<file path="src/rtl/seq_detect_param.sv">
// ---------------------------------------------------------------------------
// seq_detect_param
//   Serial bit-sequence detector with a runtime-loadable SEQ_LEN-bit pattern.
//   One bit is sampled per clock while en is high. Matches may overlap
//   (suffix of one match starts the next) or not (next match needs SEQ_LEN
//   fresh bits). Provides a same-cycle Mealy match, a registered copy of it,
//   and a saturating match counter.
//
// Ports
//   clk        in   1        rising-edge clock
//   reset      in   1        asynchronous reset, active low
//   en         in   1        sample a this cycle
//   a          in   1        serial data bit
//   cfg_load   in   1        load pat_in/ovl_in (priority over en, bit discarded)
//   pat_in     in   SEQ_LEN  new pattern, MSB is the first bit received
//   ovl_in     in   1        new overlap mode (1 = overlapping)
//   cnt_clr    in   1        synchronous clear of match_cnt (wins over a hit)
//   c          out  1        Mealy match, combinational from state and a
//   c_q        out  1        c delayed by one clock
//   match_cnt  out  CNT_W    saturating match count
//   cnt_sat    out  1        match_cnt is all ones
// ---------------------------------------------------------------------------
module seq_detect_param #(
   parameter int unsigned        SEQ_LEN     = 4,
   parameter logic [SEQ_LEN-1:0] PAT_DEFAULT = 4'b1010,
   parameter logic               OVERLAP_DEF = 1'b1,
   parameter int unsigned        CNT_W       = 8
) (
   input  logic               clk,
   input  logic               reset,
   input  logic               en,
   input  logic               a,
   input  logic               cfg_load,
   input  logic [SEQ_LEN-1:0] pat_in,
   input  logic               ovl_in,
   input  logic               cnt_clr,
   output logic               c,
   output logic               c_q,
   output logic [CNT_W-1:0]   match_cnt,
   output logic               cnt_sat
);

   localparam int unsigned       FILL_W    = $clog2(SEQ_LEN);
   localparam logic [FILL_W-1:0] FILL_FULL = FILL_W'(SEQ_LEN - 1);

   logic [SEQ_LEN-2:0] r_hist;   // r_hist[0] is the newest bit
   logic [FILL_W-1:0]  r_fill;   // valid bits held in r_hist
   logic [SEQ_LEN-1:0] r_pat;
   logic               r_ovl;
   logic               r_cq;
   logic [CNT_W-1:0]   r_cnt;
   logic               r_sat;

   logic [SEQ_LEN-1:0] w_window;
   logic               w_hit;
   logic [CNT_W-1:0]   w_cnt_nxt;

   // Window is the history plus the bit on the wire now; its low SEQ_LEN-1
   // bits are also the shifted history, which keeps SEQ_LEN=2 legal.
   assign w_window = {r_hist, a};
   assign w_hit    = en & ~cfg_load & (r_fill == FILL_FULL) & (w_window == r_pat);

   always_ff @(posedge clk or negedge reset) begin
      if (!reset) begin
         r_hist <= '0;
         r_fill <= '0;
         r_pat  <= PAT_DEFAULT;
         r_ovl  <= OVERLAP_DEF;
      end else if (cfg_load) begin
         r_pat  <= pat_in;
         r_ovl  <= ovl_in;
         r_fill <= '0;
      end else if (en) begin
         r_hist <= w_window[SEQ_LEN-2:0];
         // Non-overlap restarts filling after a hit; overlap keeps the window full.
         if (w_hit && !r_ovl) begin
            r_fill <= '0;
         end else if (r_fill != FILL_FULL) begin
            r_fill <= r_fill + 1'b1;
         end
      end
   end

   always_comb begin
      w_cnt_nxt = r_cnt;
      if (cnt_clr) begin
         w_cnt_nxt = '0;
      end else if (w_hit && (r_cnt != '1)) begin
         w_cnt_nxt = r_cnt + 1'b1;
      end
   end

   always_ff @(posedge clk or negedge reset) begin
      if (!reset) begin
         r_cq  <= 1'b0;
         r_cnt <= '0;
         r_sat <= 1'b0;
      end else begin
         r_cq  <= w_hit;
         r_cnt <= w_cnt_nxt;
         r_sat <= (w_cnt_nxt == '1);
      end
   end

   assign c         = w_hit;
   assign c_q       = r_cq;
   assign match_cnt = r_cnt;
   assign cnt_sat   = r_sat;

endmodule

</file>
<file path="config.mk">
export PLATFORM = sky130hd
export DESIGN_NAME = seq_detect_param
export DESIGN_NICKNAME = d
export VERILOG_FILES = /design/src/rtl/seq_detect_param.sv
export SDC_FILE = /design/constraint.sdc
export NUM_CORES = 1
export LEC_CHECK = 0
export BUFFER_PORTS_ARGS = -buffer_cell sky130_fd_sc_hd__buf_4
export CAP_MARGIN = 10
export CORE_ASPECT_RATIO = 1.1
export CORE_UTILIZATION = 53
export CTS_CLUSTER_DIAMETER = 30
export DETAILED_ROUTE_END_ITERATION = 10
export PLACE_DENSITY = 0.77
export SLEW_MARGIN = 20
export SYNTH_ARGS = -nofsm -noshare
export SYNTH_HDL_FRONTEND = slang
export SYNTH_SLANG_ARGS = --single-unit
</file>
<file path="constraint.sdc">
create_clock -name clk -period 2.6 [get_ports clk]
set_input_delay 0.13 -clock clk [delete_from_list [all_inputs] [get_ports clk]]
set_output_delay 0.13 -clock clk [all_outputs]
set_load 0.05 [all_outputs]
</file>
==> results.sh, run 1 <==
export IMPL_status="completed"
export IMPL_regArea_um2=504
export IMPL_cp_arrival_ps=2440
export IMPL_cts_made_buffers=3
export IMPL_die_x_um=46.2
export IMPL_cts_tree="done"
export IMPL_fmax_mhz=447
export IMPL_rsz0062_at_grt="false"
export IMPL_avgSynthCellArea_um2=9.99
export IMPL_place_ws_ps=387
export IMPL_antenna_found_initial=0
export IMPL_die_y_um=50.6
export IMPL_critPathLaunchType="register"
export IMPL_synth_nets=127
export IMPL_area_growth_pct=18.6
export IMPL_drc=0
export IMPL_routed_wl_um=2200
export IMPL_finalPower_mw=0.610
export IMPL_core_mm2=0.00202
export IMPL_critPathMaxStageDelay_ps=490
export IMPL_synth_seq_cells=20
export IMPL_max_cap_viol_count=0
export IMPL_final_setup_tns_ps=0
export IMPL_pin_count=22
export IMPL_critPathTopFamily="simple AND/OR/NAND/NOR gates"
export IMPL_ys_types=38
export IMPL_grt_pass1_wl_um=4020
export IMPL_ir_worst_vdd_mv=0.448
export IMPL_crit_type="register to register"
export IMPL_fillers=170
export IMPL_crit_start="r_fill[0]$_DFFE_PN0P_"
export IMPL_seq_area_frac_synth=0.443
export IMPL_routedWlPerCell_um=13.5
export IMPL_port_buffers=21
export IMPL_cts_clk_slew_worst_paths_ps=110
export IMPL_fp_dieArea_mm2=0.00234
export IMPL_crit_path_top_delay_cell="or3_1"
export IMPL_place_congestion=0.846
export IMPL_yosys_top_cells_area="dfrtp_1 37%, mux2_2 8.9%, dfstp_2 6.9%, xnor2_1 3.8%, nor2_1 3.6%"
export IMPL_diodes=0
export IMPL_dpl_hpwl_um=1640
export IMPL_finClkSkew_ps=7.31
export IMPL_antenna_left=0
export IMPL_drive_above_1_share=0.328
export IMPL_drt_iter0_markers=14
export IMPL_vias=927
export IMPL_cts_setup_buffers=0
export IMPL_hold_violations=0
export IMPL_clock_sinks=20
export IMPL_p_leak_nw=0.553
export IMPL_setup_viol=0
export IMPL_h_tree_depth=1
export IMPL_worst_slew_pin_slew_ps=361
export IMPL_initial_core_util=0.563
export IMPL_yosys_warnings=0
export IMPL_clock_path_buffers=2
export IMPL_p_per_area_mw_per_mm2=452
export IMPL_timing_slew_headroom=0.760
export IMPL_hp_class="input port to register"
export IMPL_setup_slack_ps=361
export IMPL_clk_latency_ps=300
export IMPL_yosysTopAreaCellShare=0.374
export IMPL_path_buf_inv=2
export IMPL_period_share=0.861
export IMPL_hold_start="cnt_clr"
export IMPL_yosysTopAreaCell="dfrtp_1"
export IMPL_viasPerCell=5.72
export IMPL_critPathCaptureType="register"
export IMPL_drt_pass1_iter_count=4
export IMPL_fin_crit_ps=2240
export IMPL_synth_area_mm2=0.00114
export IMPL_drv_slew=0
export IMPL_rows=17
export IMPL_syn_inst=114
export IMPL_grt_pass1_vias=926
export IMPL_multiInputGateArea_um2=584
export IMPL_crit_path_max_fanout=8
export IMPL_final_nets=148
export IMPL_worstReg2RegStart="r_fill[0]$_DFFE_PN0P_"
export IMPL_grt_max_degree=21
export IMPL_clockRootBuffer="clkbuf_4"
export IMPL_grt_overflow=0
export IMPL_required_ps=2800
export IMPL_grtUsageTotal=0.236
export IMPL_cp_cell_sequence="ha_1 -> inv_1 -> or3_1 -> or2_4 -> inv_2 -> mux2_2 -> a2bb2oi_1 -> nor4_2"
worst reg2reg max path: stages, from the launching register on:
cell       delay, ps
dfrtp_1          400
ha_1             200
inv_1             60
or3_1            490
or2_4            310
inv_2            110
mux2_2           340
a2bb2oi_1        160
nor4_2            70
cells by family (layout without fill, tap and decap cells):
logic type	count (synthesis)	after routing	synth area share
adders and majority gates	2	2	0.0220
and+or+nand+nor	48	48	0.249
AOI/OAI and AO/OA	15	15	0.0813
xor gates and xnor gates	7	7	0.0538
buffers and inverters	11	31	0.0439
DFF	20	20	0.443
muxes	11	11	0.107
cell usage in the layout (no fill, tap or decap), types with 3 or more instances in the layout:
| cell type | n |
|---|---|
| a21oi_1 | 6 |
| buf_4 | 22 |
| clkbuf_4 | 3 |
| dfrtp_1 | 17 |
| dfstp_2 | 3 |
| inv_1 | 3 |
| mux2_2 | 9 |
| nand2_1 | 6 |
| nand3_1 | 7 |
| nor2_1 | 11 |
| nor3_1 | 3 |
| nor4_1 | 3 |
| xnor2_1 | 5 |
stage by stage:
step | utilization | area, µm² | hold WS (ps) | instances
floorplan | - | 1140 | -166 | 114
global placement | 0.645 | 1300 | 18.4 | 157
detailed placement | 0.645 | 1300 | 18.5 | 157
CTS | 0.668 | 1350 | 37.2 | 162
global route | 0.668 | 1350 | 46.0 | 162
finish | 0.668 | 1350 | 41.3 | 162
routing by layer:
metal / track usage / wire, µm / vias up
met2: 0.385 / 1100 / 34
met4: 0.108 / 40 / 0
met5: 0 / 0 / -
met1: 0.297 / 935 / 437
met3: 0.0360 / 115 / 4
li1: - / - / 452
timing repair:
action | 4_1_cts | 5_1_grt
endpoints found under the hold margin | 20 | 0
hold buffers | 1 | 0
gates resized for setup | 0 | 0
final cells by class:
cell class	instances	share of cell area
clock buffer	4	0.0269
inverter	4	0.0111
multi-input combinational	83	0.433
sequential	20	0.373
tap	28	0.0260
timing repair buffer	23	0.130
worst paths after layout:
check | end | slack (ps) | cells after the start
max | cnt_sat$_DFF_PN0_ | 360 | 8
min | match_cnt[2]$_DFF_PN0_ | 40 | 2
max reg2reg | cnt_sat$_DFF_PN0_ | 360 | 8
min reg2reg | r_fill[1]$_DFFE_PN0P_ | 550 | 2
max in group asynchronous | r_pat[3]$_DFFE_PN1P_ | 2110 | 2
min in group asynchronous | match_cnt[7]$_DFF_PN0_ | 230 | 2
sequential cells by signal (all words and copies together), names as in the netlist:
register   count
match_cnt      8
c_q            1
r_fill         2
r_pat          4
r_hist         3
r_ovl          1
cnt_sat        1
report_power, final:
part           switching (mW)  internal (mW)
clock                  0.0940         0.0854
combinational          0.0345         0.0431
sequential             0.0170          0.336
total                   0.146          0.465
cell usage after synthesis (all sizes together):
cell     instances
dfrtp           17
nor2            11
mux2             9
nand3            7
a21oi            6
nand2            6
nor4             5
xnor2            5
clkbuf           4
inv              4
nor3             4
buf              3
dfstp            3
a31oi            2
and3             2
ha               2
mux2i            2
nand4            2
nand4b           2
o21ai            2
o31ai            2
or4              2
xor2             2
a2bb2oi          1
and2             1
and4             1
nand2b           1
nand3b           1
nor3b            1
o211ai           1
o311ai           1
or2              1
or3              1
No activity file was read; power rests on OpenSTA's default activity.
==> inputs of run 2 (changes only) <==
--- a/config.mk
+++ b/config.mk
@@ -5,13 +5,14 @@
 export SDC_FILE = /design/constraint.sdc
 export NUM_CORES = 1
 export LEC_CHECK = 0
+export ABC_AREA = 1
 export BUFFER_PORTS_ARGS = -buffer_cell sky130_fd_sc_hd__buf_4
 export CAP_MARGIN = 10
 export CORE_ASPECT_RATIO = 1.1
-export CORE_UTILIZATION = 53
+export CORE_UTILIZATION = 54
 export CTS_CLUSTER_DIAMETER = 30
 export DETAILED_ROUTE_END_ITERATION = 10
-export PLACE_DENSITY = 0.77
+export PLACE_DENSITY = 0.78
 export SLEW_MARGIN = 20
 export SYNTH_ARGS = -nofsm -noshare
 export SYNTH_HDL_FRONTEND = slang
==> run 2 against run 1 <==
Utilization increased by 3.2 points. First-iteration DRC count rose by 79%. Die area increased by 4.1%. Critical path depth shrank 2. Total power is 1.2% lower. Combinational power grew 29%. Routed wire length rose by 22%. Register-to-register slack better by 470 ps. Setup slack improved by 380 ps. Clock power shrank 13%. Area after synthesis grew 6.3%. Final cell count increased by 42%. Largest power group unchanged. Highest routed layer unchanged.
==> results.sh, run 2 <==
export IMPL_status="completed"
export IMPL_yosysTopAreaCellShare=0.352
export IMPL_clockRootBuffer="clkbuf_4"
export IMPL_initial_core_util=0.586
export IMPL_avgSynthCellArea_um2=6.87
export IMPL_max_cap_viol_count=0
export IMPL_multiInputGateArea_um2=589
export IMPL_place_congestion=0.873
export IMPL_clock_sinks=20
export IMPL_synth_nets=189
export IMPL_fin_cells=230
export IMPL_critPathLaunchType="register"
export IMPL_hold_violations=0
export IMPL_drc=0
export IMPL_rows=17
export IMPL_setup_slack_ps=744
export IMPL_dpl_hpwl_um=2060
export IMPL_ir_worst_vdd_mv=0.328
export IMPL_viasPerCell=5.07
export IMPL_syn_inst=176
export IMPL_core_mm2=0.00206
export IMPL_seq_area_frac_synth=0.417
export IMPL_worst_slew_pin_slew_ps=254
export IMPL_final_setup_tns_ps=0
export IMPL_drt_iter0_markers=25
export IMPL_regArea_um2=504
export IMPL_yosysTopAreaCell="dfrtp_1"
export IMPL_drv_slew=0
export IMPL_final_nets=216
export IMPL_grt_max_degree=21
export IMPL_routed_wl_um=2680
export IMPL_grt_pass1_vias=1081
export IMPL_clock_path_buffers=2
export IMPL_clk_latency_ps=310
export IMPL_cts_resized=0
export IMPL_setup_viol=0
export IMPL_antenna_found_initial=0
export IMPL_p_leak_nw=0.828
export IMPL_synth_area_mm2=0.00121
export IMPL_drive_above_1_share=0.188
export IMPL_largest_reg_flops=8
export IMPL_area_growth_pct=19.4
export IMPL_die_x_um=47.1
export IMPL_crit_type="register to output pin"
export IMPL_fmax_mhz=539
export IMPL_rsz0062_at_grt="false"
export IMPL_placed_cells=224
export IMPL_port_buffers=21
export IMPL_routedWlPerCell_um=11.6
export IMPL_yosys_warnings=0
export IMPL_place_ws_ps=848
export IMPL_yosys_top_cells_area="dfrtp_1 35%, nand2_1 20%, inv_1 8.1%, nand3_1 6.6%, dfstp_2 6.5%"
export IMPL_hp_class="input port to register"
export IMPL_grt_pass1_wl_um=4310
export IMPL_fp_dieArea_mm2=0.00243
export IMPL_vias=1167
export IMPL_cp_arrival_ps=1730
export IMPL_cts_made_buffers=3
export IMPL_synth_edf_count=0
export IMPL_ys_types=21
export IMPL_finClkSkew_ps=6.28
export IMPL_h_tree_depth=1
export IMPL_required_ps=2470
export IMPL_mostFrequentLayoutCells="63 x nand2_1, 26 x inv_1, 21 x buf_4"
export IMPL_cts_clk_slew_worst_paths_ps=100
export IMPL_cts_tree="done"
export IMPL_final_common_cell="nand2_1"
export IMPL_period_share=0.714
export IMPL_critPathCaptureType="output pin"
export IMPL_crit_path_max_fanout=11
export IMPL_yosysMostFrequentCell="nand2_1"
export IMPL_fillers=184
export IMPL_grt_overflow=0
export IMPL_fin_crit_ps=1860
export IMPL_yosys_top_cells_count="63 x nand2_1, 26 x inv_1, 19 x nor2_1, 17 x dfrtp_1, 16 x nand3_1"
export IMPL_synth_seq_cells=20
export IMPL_synthArstFlopShare=1.00
export IMPL_diodes=0
export IMPL_pin_count=22
export IMPL_die_y_um=51.6
export IMPL_p_per_area_mw_per_mm2=417
export IMPL_antenna_left=0
export IMPL_yosys_most_used_dff="dfrtp_1"
export IMPL_grtUsageTotal=0.254
export IMPL_drt_pass1_iter_count=4
export IMPL_timing_slew_headroom=0.830
run 2: cell count changes after synthesis, moves of 3 or more:
| cell | delta |
|---|---|
| a21oi_1 | -4 |
| clkbuf_1 | -3 |
| inv_1 | +23 |
| mux2_2 | -9 |
| nand2_1 | +57 |
| nand3_1 | +9 |
| nor2_1 | +8 |
| nor4_1 | -3 |
| o21ai_0 | +6 |
| xnor2_1 | -3 |
run 2: critical path, stage by stage (launching register included):
cell	delay [ps]
dfrtp_1	400
ha_1	230
inv_1	70
a21oi_1	140
nand3_2	140
nor2_8	200
buf_4	230
run 2: worst paths after layout:
check / startpoint / endpoint / slack, ps / cells after the start
worst max-delay path: r_fill[0]$_DFFE_PN0P_ / c / 740 / 6
worst min-delay path: pat_in[2] / r_pat[2]$_DFFE_PN0P_ / 30 / 3
worst max register to register: match_cnt[0]$_DFF_PN0_ / cnt_sat$_DFF_PN0_ / 830 / 12
worst min register to register: r_pat[1]$_DFFE_PN1P_ / r_pat[1]$_DFFE_PN1P_ / 520 / 2
max in group asynchronous: reset / r_pat[1]$_DFFE_PN1P_ / 2080 / 2
min in group asynchronous: reset / match_cnt[0]$_DFF_PN0_ / 260 / 2
run 2: timing repair:
item	4_1_cts	5_1_grt
hold buffers	2	0
endpoints found under the hold margin	22	0
buffers inserted	0	0
run 2: power by group:
part	internal (mW)	switching, mW	total, mW	leakage (nW)
clock network	0.0599	0.0956	0.156	0.0150
registers	0.331	0.0158	0.347	0.260
logic	0.0380	0.0624	0.100	0.553
total	0.429	0.174	0.603	0.828
run 2: layout make-up:
class	instances	area share
multi-input cells	125	0.408
well taps	28	0.0242
inverters	30	0.0779
clock buffers	4	0.0182
flip-flops and latches	20	0.349
repair buffers	23	0.123
run 2: through the flow:
step	utilization	hold WS (ps)	total power [mW]	instance area, µm²
finish	0.700	29.9	0.603	1450
global route	0.700	28.6	0.633	1450
CTS	0.700	32.5	0.604	1450
detailed placement	0.678	23.7	0.450	1400
global placement	0.678	19.0	0.445	1400
floorplan	-	-166	0.414	1210
run 2: kinds of logic after synthesis:
kind of cell / count (synthesis) / synth area share
flops: 20 / 0.417
buf+inv: 31 / 0.0962
xor+xnor: 3 / 0.0217
simple gates: 110 / 0.403
compound gates: 10 / 0.0414
fa+ha+maj: 2 / 0.0207
run 2: layer usage:
layer	GRT usage	wire length, µm
met3	0.0417	118
met2	0.442	1320
met1	0.300	1190
met5	0	0
met4	0.100	46
==> inputs of run 3 (changes only) <==
==> constraint.sdc (replaced) <==
create_clock -name clk -period 1.8 [get_ports clk]
set_input_delay 0.09 -clock clk [delete_from_list [all_inputs] [get_ports clk]]
set_output_delay 0.09 -clock clk [all_outputs]
set_load 0.05 [all_outputs]
==> run 3 against run 2 <==
Cell area increased by 7.3%. Non-clock buffer count increased by 7. Worst hold slack got worse by 31 ps. First-iteration DRC count increased by 28%. The run now ends with hold timing left. Clock-buffer cell count unchanged. Critical endpoint is now cnt_sat$_DFF_PN0_. Highest routed layer unchanged. Sequential power increased by 45%.
==> results.sh, run 3 (synthesized netlist as in run 2, its figures left out) <==
export IMPL_worst_slew_pin_slew_ps=262
export IMPL_final_common_cell="nand2_1"
export IMPL_critPathTopFamily="simple AND/OR/NAND/NOR gates"
export IMPL_critPathLaunchType="register"
export IMPL_drt_pass1_iter_count=4
export IMPL_intPower_mw=0.625
export IMPL_crit_type="register to register"
export IMPL_fillers=171
export IMPL_place_congestion=0.852
export IMPL_die_y_um=51.6
export IMPL_p_per_area_mw_per_mm2=571
export IMPL_worstReg2RegStart="r_fill[1]$_DFFE_PN0P_"
export IMPL_crit_path_top_delay_cell="dfrtp_1"
export IMPL_period_share=0.962
export IMPL_cp_cell_sequence="ha_2 -> inv_1 -> a21oi_2 -> nand3_2 -> nor2_8 -> buf_4 -> nand3_1 -> nand3_2 -> nor2_1 -> nand2_1 -> nor2_1"
export IMPL_clockRootBuffer="clkbuf_4"
export IMPL_dpl_hpwl_um=2020
export IMPL_drc=0
export IMPL_m1WireLength_um=1310
export IMPL_critPathMaxStageDelay_ps=380
export IMPL_timing_slew_headroom=0.826
export IMPL_hold_start="ovl_in"
export IMPL_max_cap_viol_count=0
export IMPL_vias=1182
export IMPL_hp_class="input port to register"
export IMPL_hold_violations=2
export IMPL_cts_clk_slew_worst_paths_ps=110
export IMPL_path_buf_inv=2
export IMPL_grt_overflow=0
export IMPL_grt_pass1_vias=1059
export IMPL_viasPerCell=4.99
export IMPL_clock_path_buffers=2
export IMPL_critPathCaptureType="register"
export IMPL_dr_wl_met3_um=105
export IMPL_setup_viol=0
export IMPL_finalPower_mw=0.885
export IMPL_grt_max_degree=21
export IMPL_routed_wl_um=2900
export IMPL_status="complete, but fails checks"
export IMPL_mostFrequentLayoutCells="63 x nand2_1, 26 x inv_1, 25 x buf_4"
export IMPL_fp_dieArea_mm2=0.00243
export IMPL_rrSetupSlack_ps=70
export IMPL_largest_reg_flops=8
export IMPL_switchingPower_mw=0.260
export IMPL_finClkSkew_ps=4.22
export IMPL_drv_slew=0
export IMPL_cts_made_buffers=3
export IMPL_fmax_mhz=578
export IMPL_port_buffers=21
export IMPL_cts_tree="done"
export IMPL_holdWs_ps=-0.634
export IMPL_clock_sinks=20
export IMPL_crit_start="r_fill[1]$_DFFE_PN0P_"
export IMPL_area_growth_pct=28.1
export IMPL_antenna_found_initial=0
export IMPL_die_x_um=47.1
export IMPL_required_ps=2020
export IMPL_routedWlPerCell_um=12.2
export IMPL_drive_above_1_share=0.258
export IMPL_wl_met2_um=1400
export IMPL_crit_path_max_fanout=6
export IMPL_antenna_left=0
export IMPL_fin_crit_ps=1730
export IMPL_cp_arrival_ps=1950
export IMPL_clkPwrFrac=0.255
export IMPL_comb_power_share=0.177
export IMPL_power_frac_seq=0.568
export IMPL_route_top_layer_used="met4"
export IMPL_failed_checks="hold timing"
export IMPL_pin_count=22
export IMPL_h_tree_depth=1
export IMPL_grt_pass1_wl_um=4340
export IMPL_clk_latency_ps=310
export IMPL_final_nets=223
export IMPL_p_leak_nw=0.873
export IMPL_drt_iter0_markers=32
export IMPL_initial_core_util=0.586
export IMPL_switching_share=0.294
export IMPL_rows=17
export IMPL_core_mm2=0.00206
export IMPL_ir_worst_vdd_mv=0.583
export IMPL_grtUsageTotal=0.257
export IMPL_diodes=0
-- run 3: through the flow --
stage	util	instance area [µm²]	std cells	TNS (ps)	worst slack, ps
after floorplan	-	1210	176	0	65.5
after global placement	0.679	1400	224	0	138
after CTS	0.713	1470	232	0	12.5
final	0.751	1550	237	0	68.7
after global routing	0.751	1550	237	-18.9	-18.9
after detailed placement	0.679	1400	224	0	80.6
-- run 3: worst paths after layout --
path                                     endpoint  cells after the start
max reg2reg                     cnt_sat$_DFF_PN0_                     11
max in group asynchronous    r_pat[1]$_DFFE_PN1P_                      2
max                             cnt_sat$_DFF_PN0_                     11
min in group asynchronous  match_cnt[0]$_DFF_PN0_                      2
min                             r_ovl$_DFFE_PN1P_                      3
min reg2reg                     r_ovl$_DFFE_PN1P_                      2
-- run 3: worst min-delay path, cell delays in order --
cell and delay (ps):
buf_4 70, nand2_1 40, o21ai_0 70
-- run 3: what timing repair did --
action                                  in CTS  in global routing
endpoints found under the setup margin       1                  2
endpoints found under the hold margin       24                  0
hold buffers                                 4                  0
pin swaps                                    0                  5
setup buffers                                0                  5
resized for setup                            1                 13
-- run 3: metal layers --
layer  track usage  up-vias
met4         0.148        0
met2         0.417       34
met1         0.305      531
met3        0.0556       11
li1              -      606
met5             0        -
-- run 3: final cells by class --
| cell class | count | area (µm²) | share of cell area |
|---|---|---|---|
| clock buffer | 4 | 26.3 | 0.0169 |
| inverter | 30 | 113 | 0.0726 |
| multi-input combinational | 125 | 631 | 0.407 |
| sequential | 20 | 507 | 0.327 |
| tap | 28 | 35.0 | 0.0226 |
| timing repair buffer | 30 | 239 | 0.154 |
-- run 3: power groups by stage --
| stage | Clock [mW] | Sequential [mW] | Combinational (mW) |
|---|---|---|---|
| after floorplan | 0 | 0.504 | 0.0943 |
| after global placement | 0 | 0.507 | 0.135 |
| after detailed placement | 0 | 0.510 | 0.142 |
| after CTS | 0.233 | 0.502 | 0.150 |
| after global routing | 0.249 | 0.507 | 0.181 |
| final | 0.225 | 0.503 | 0.157 |
